$ cat config.mk
export PLATFORM = sky130hd
export DESIGN_NAME = temp_avg_seq
export DESIGN_NICKNAME = d
export VERILOG_FILES = /design/src/rtl/temp_avg_seq.sv
export SDC_FILE = /design/constraint.sdc
export NUM_CORES = 1
export LEC_CHECK = 0
export CAP_MARGIN = 20
export CORE_MARGIN = 3
export CORE_UTILIZATION = 48
export DETAILED_ROUTE_END_ITERATION = 8
export GPL_ROUTABILITY_DRIVEN = 0
export GPL_TIMING_DRIVEN = 0
export PLACE_DENSITY_LB_ADDON = 0.15
export SLEW_MARGIN = 20
export SYNTH_ARGS = -nofsm -noshare
export SYNTH_HDL_FRONTEND = slang
export SYNTH_SLANG_ARGS = --single-unit
$ cat constraint.sdc
create_clock -name clk -period 2.5 [get_ports clk]
set_input_delay 0.5 -clock clk [delete_from_list [all_inputs] [get_ports clk]]
set_output_delay 0.5 -clock clk [all_outputs]
set_load 0.02 [all_outputs]
$ cat src/rtl/temp_avg_seq.sv
// -----------------------------------------------------------------------------
// temp_avg_seq
// Sequencer for the temperature-averaging path. On every one-second tick it
// requests one sensor sample and waits, with a timeout, for the sensor's ready
// handshake. It then pulses the accumulator enable. After N_SAMPLES
// accumulations it strobes the averager output register and clears the
// accumulator for the next window.
//
// Ports:
//   clk            system clock
//   rst            synchronous, active-high reset
//   i_enable       run request; low returns the sequencer to IDLE
//   i_sec          one-cycle tick, once per second
//   i_smp_ready    sensor sample valid (single-cycle or held)
//   o_smp_req      one-cycle sample request to the sensor
//   o_en_sum       accumulator add enable
//   o_rst_sum      accumulator clear
//   o_avg_load     one-cycle strobe; output register latches acc>>log2(N)
//   o_sample_idx   samples accumulated in the current window
//   o_err_timeout  sticky: sensor failed to answer within TIMEOUT_CYC
//   o_err_overrun  sticky: tick arrived while a sample was still in flight
// -----------------------------------------------------------------------------
module temp_avg_seq #(
  parameter int N_SAMPLES   = 8,
  parameter int TIMEOUT_CYC = 1000,
  parameter int CW          = $clog2(N_SAMPLES)
) (
  input  logic          clk,
  input  logic          rst,
  input  logic          i_enable,
  input  logic          i_sec,
  input  logic          i_smp_ready,
  output logic          o_smp_req,
  output logic          o_en_sum,
  output logic          o_rst_sum,
  output logic          o_avg_load,
  output logic [CW-1:0] o_sample_idx,
  output logic          o_err_timeout,
  output logic          o_err_overrun
);

  localparam int            TW       = (TIMEOUT_CYC > 1) ? $clog2(TIMEOUT_CYC) : 1;
  localparam logic [TW-1:0] TMO_LAST = TW'(TIMEOUT_CYC - 1);
  localparam logic [CW-1:0] IDX_LAST = CW'(N_SAMPLES - 1);

  // 3-bit encoding leaves one code unused; it decodes as IDLE.
  typedef enum logic [2:0] {
    S_IDLE     = 3'd0,
    S_WAIT_SEC = 3'd1,
    S_REQ      = 3'd2,
    S_WAIT_RDY = 3'd3,
    S_SUM      = 3'd4,
    S_DONE     = 3'd5,
    S_ERR      = 3'd6
  } state_t;

  state_t        r_state;
  state_t        w_next_state;
  logic [TW-1:0] r_timer;
  logic [CW-1:0] r_sample_idx;
  logic          r_err_timeout;
  logic          r_err_overrun;
  logic          w_busy;

  // State register
  always_ff @(posedge clk) begin
    if (rst) begin
      r_state <= S_IDLE;
    end else begin
      r_state <= w_next_state;
    end
  end

  // Next-state decode
  always_comb begin
    w_next_state = S_IDLE;
    case (r_state)
      S_IDLE: begin
        if (i_enable) w_next_state = S_WAIT_SEC;
        else          w_next_state = S_IDLE;
      end
      S_WAIT_SEC: begin
        if (!i_enable)  w_next_state = S_IDLE;
        else if (i_sec) w_next_state = S_REQ;
        else            w_next_state = S_WAIT_SEC;
      end
      S_REQ: begin
        w_next_state = S_WAIT_RDY;
      end
      S_WAIT_RDY: begin
        // A ready on the last allowed cycle still counts as an answer.
        if (i_smp_ready)               w_next_state = S_SUM;
        else if (r_timer == TMO_LAST)  w_next_state = S_ERR;
        else                           w_next_state = S_WAIT_RDY;
      end
      S_SUM: begin
        if (r_sample_idx == IDX_LAST) w_next_state = S_DONE;
        else                          w_next_state = S_WAIT_SEC;
      end
      S_DONE: begin
        w_next_state = S_IDLE;
      end
      S_ERR: begin
        w_next_state = S_IDLE;
      end
      default: begin
        w_next_state = S_IDLE;
      end
    endcase
  end

  // A sample is in flight from the request until the window bookkeeping ends.
  always_comb begin
    w_busy = 1'b0;
    case (r_state)
      S_REQ, S_WAIT_RDY, S_SUM, S_DONE, S_ERR: w_busy = 1'b1;
      default:                                 w_busy = 1'b0;
    endcase
  end

  // Timeout timer, sample index and sticky error flags
  always_ff @(posedge clk) begin
    if (rst) begin
      r_timer       <= TW'(0);
      r_sample_idx  <= CW'(0);
      r_err_timeout <= 1'b0;
      r_err_overrun <= 1'b0;
    end else begin
      if (i_sec && w_busy) begin
        r_err_overrun <= 1'b1;
      end
      case (r_state)
        S_IDLE: begin
          r_sample_idx <= CW'(0);
        end
        S_WAIT_SEC: begin
          // Clear on the way out so IDLE already shows an empty window.
          if (!i_enable) r_sample_idx <= CW'(0);
        end
        S_REQ: begin
          r_timer <= TW'(0);
        end
        S_WAIT_RDY: begin
          if (!i_smp_ready && (r_timer != TMO_LAST)) r_timer <= r_timer + TW'(1);
        end
        S_SUM: begin
          if (r_sample_idx != IDX_LAST) r_sample_idx <= r_sample_idx + CW'(1);
        end
        S_DONE: begin
          r_sample_idx <= CW'(0);
        end
        S_ERR: begin
          r_err_timeout <= 1'b1;
          r_sample_idx  <= CW'(0);
        end
        default: begin
          r_sample_idx <= CW'(0);
        end
      endcase
    end
  end

  // Moore output decode; reset overrides it combinationally
  always_comb begin
    o_smp_req     = 1'b0;
    o_en_sum      = 1'b0;
    o_rst_sum     = 1'b0;
    o_avg_load    = 1'b0;
    o_sample_idx  = CW'(0);
    o_err_timeout = 1'b0;
    o_err_overrun = 1'b0;
    if (rst) begin
      o_rst_sum = 1'b1;
    end else begin
      o_sample_idx  = r_sample_idx;
      o_err_timeout = r_err_timeout;
      o_err_overrun = r_err_overrun;
      case (r_state)
        S_IDLE:     o_rst_sum  = 1'b1;
        S_WAIT_SEC: o_rst_sum  = 1'b0;
        S_REQ:      o_smp_req  = 1'b1;
        S_WAIT_RDY: o_smp_req  = 1'b0;
        S_SUM:      o_en_sum   = 1'b1;
        S_DONE:     o_avg_load = 1'b1;
        S_ERR:      o_rst_sum  = 1'b1;
        default:    o_rst_sum  = 1'b1;
      endcase
    end
  end

endmodule

==> out/metrics.csv <==
metric,value,unit
global routing usage on met1,22.4,%
Sequential Power Share,55.3,%
top cell type's share of synthesized area,34.0,%
Clock power frac,34.2,%
Switching Fraction,24.2,%
CP max FO,10,
fin. max-slew vios,0,
DIE AREA,2800,µm²
Routed WL per cell,13.3,µm
Clock Latency Late Sink,0.29,ns
Critical Path Sink Type,output pin,
DR vias/cell,5.73,
"EDFF count, synth",0,
IO Pins,14,
drt drc,0,
NetSw,0.000128,W
Synth async-reset ratio,0,%
DR iter-0 viols,30,
port bufs,13,
Row Count,16,
Worst EP arrival,1.86,ns
Pre-Repair DR Iteration Count,4,
core area,2020,µm²
max cap viols,0,
unrepaired setup endpoints after global routing,no,
Area contributors post-synth,"dfxtp_1 (34%), a21oi_1 (4.3%), o31ai_1 (4.3%), a31oi_1 (3.5%), ha_1 (3.5%)",
M3 GR Usage,2.82,%
Post-Syn Instances,126,
"count leader, synth",dfxtp_1,
Rel. slew slack,53.8,%
WL final,2270,µm
Yosys top cell by area,dfxtp_1,
share of layout cells above drive strength 1,11.9,%
TritonCTS clock tree,built,
final hold vios,0,
Fmax achieved,424,MHz
Max VDD drop,0.391,mV
clock-pin slew of the registers on the worst-case setup and hold paths,0.10,ns
clock period minus worst slack,2.36,ns
Final #Nets,152,
Power Total,0.000529,W
n_diodes,0,
Pint,0.000401,W
Pleak,0.493,nW
first-pass GRT wire length,3980,µm
total track usage,18.9,%
vias in the first global route,915,
Die H,53.0,µm
Pwr per Cell Area,417,nW/µm²
clock sink count,18,
synth warn,0,
met2 usage,32.4,%
mapped cell area,1060,µm²
sequential-to-total area share from yosys stat,34.0,%
Clock Root Buffer,clkbuf_4,
H-tree depth,1,
Worst Hold Class,reg2reg,
Unique masters post-synth,40,
total nets after synthesis,134,
initial core utilization,52.4,%
Final ANT Viol Nets,0,
gr ovfl total,0,
Layout area overhead,19.9,%
CTS Buf Count,3,
"flops & latches, synth",18,
critical path startpoint category,input port,
fin crit share,94.4,%
DIE WIDTH,53.0,µm
Mean Syn Cell Area,8.40,µm²
Setup Skew,0.00218,ns
Most Crowded Layer GR,met2,
outcome,completed,
worst slew pin tran,0.690,ns
DP HPWL,1630,µm
Final Util,62.7,%
vias,974,
Final setup viols,0,
Critical Path RT,2.00,ns
largest net degree at the start of global routing,11,
WS Path Type,in2out,
post-CTS setup repair buffer count,0,
Comb power frac,10.5,%
Synth Flop Type,dfxtp_1,
clk buf depth,2,
Synth top cells by count,"dfxtp_1 (18), nor2_1 (10), a21oi_1 (9), nand2_1 (9)",
initial antenna violation count,0,
## metal layers
layer	vias to the layer above	wire length, µm
met5	-	0
met4	0	51
met3	4	108
met2	28	1060
met1	438	1050
li1	504	-
## critical path: stages
cell and delay, ns:
clkdlybuf4s50_1 0.50, clkbuf_2 0.24, nor4b_1 0.25, dlygate4sd2_1 0.37
## cells by family (layout without fill, tap and decap cells)
family / Yosys count / count (layout) / synth area share [%]
DFF: 18 / 18 / 34.0
adders and majority gates: 3 / 3 / 3.55
buffers and inverters: 11 / 28 / 5.44
and+or+nand+nor: 57 / 57 / 34.3
muxes: 1 / 1 / 0.946
xor gates and xnor gates: 1 / 1 / 0.828
AOI/OAI and AO/OA: 35 / 35 / 20.9
## layout by cell type (no fill, tap or decap), types with 2 or more instances in the layout
master and n:
a21boi_0 2, a21oi_1 9, a31oi_1 6, and2_1 2, and4_4 2, buf_4 2
clkbuf_1 4, clkbuf_4 3, clkdlybuf4s50_1 6, dfxtp_1 18, dlygate4sd2_1 4, dlymetal6s2s_1 3
ha_1 3, inv_1 2, nand2_1 9, nand3_1 4, nand3b_1 2, nand4bb_1 2
nor2_1 10, nor2b_1 6, nor3_1 5, nor4b_1 2, o21ai_0 5, o31ai_1 6
or3_1 2, or4_1 3
## layout make-up
cell class | instances | area [µm²]
Sequential cell | 18 | 360
Buffer | 9 | 51.3
Inverter | 2 | 7.51
Clock buffer | 4 | 36.3
Multi-Input combinational cell | 97 | 647
Timing Repair Buffer | 13 | 133
Tap cell | 27 | 33.8
Fill cell | 201 | 753
## flip-flops by register name (all words and copies together), names as in the netlist
name	flops
r_err_timeout	1
r_err_overrun	1
r_state	3
r_timer	10
r_sample_idx	3
## through the flow
step	instances	TNS [ns]	setup slack (ns)	instance area, µm²	hold WS, ns
after floorplan	126	0	0.541	1060	0.429
after global placement	166	-0.972	-0.228	1220	0.443
after detailed placement	166	-0.979	-0.225	1220	0.455
after CTS	170	0	0.0182	1260	0.481
after global routing	170	0	0.0139	1270	0.518
final	170	0	0.140	1270	0.476
## repair_timing
item / CTS / global route
hold endpoints to repair: 0 / 0
resized for setup: 6 / 3
hold buffers: 0 / 0
endpoints found under the setup margin: 7 / 3
## path summary, 6_finish.rpt
path	from	end	cells after the start	slack, ns
worst max-delay path	rst	o_avg_load	4	0.14
worst min-delay path	r_err_timeout$_SDFFE_PP0N_	r_err_timeout$_SDFFE_PP0N_	2	0.48
worst max register to register	r_state[1]$_SDFF_PP0_	r_timer[5]$_SDFFE_PP0P_	5	0.83
worst min register to register	r_err_timeout$_SDFFE_PP0N_	r_err_timeout$_SDFFE_PP0N_	2	0.48
## power groups by stage
stage          clock, W  sequential, W  combinational, W
6_report       0.000181       0.000292         0.0000556
5_1_grt        0.000199       0.000293         0.0000608
4_1_cts        0.000190       0.000292         0.0000551
3_5_place_dp          0       0.000299         0.0000549
3_3_place_gp          0       0.000299         0.0000548
2_1_floorplan         0       0.000298         0.0000353
No activity file was read; power rests on OpenSTA's default activity.
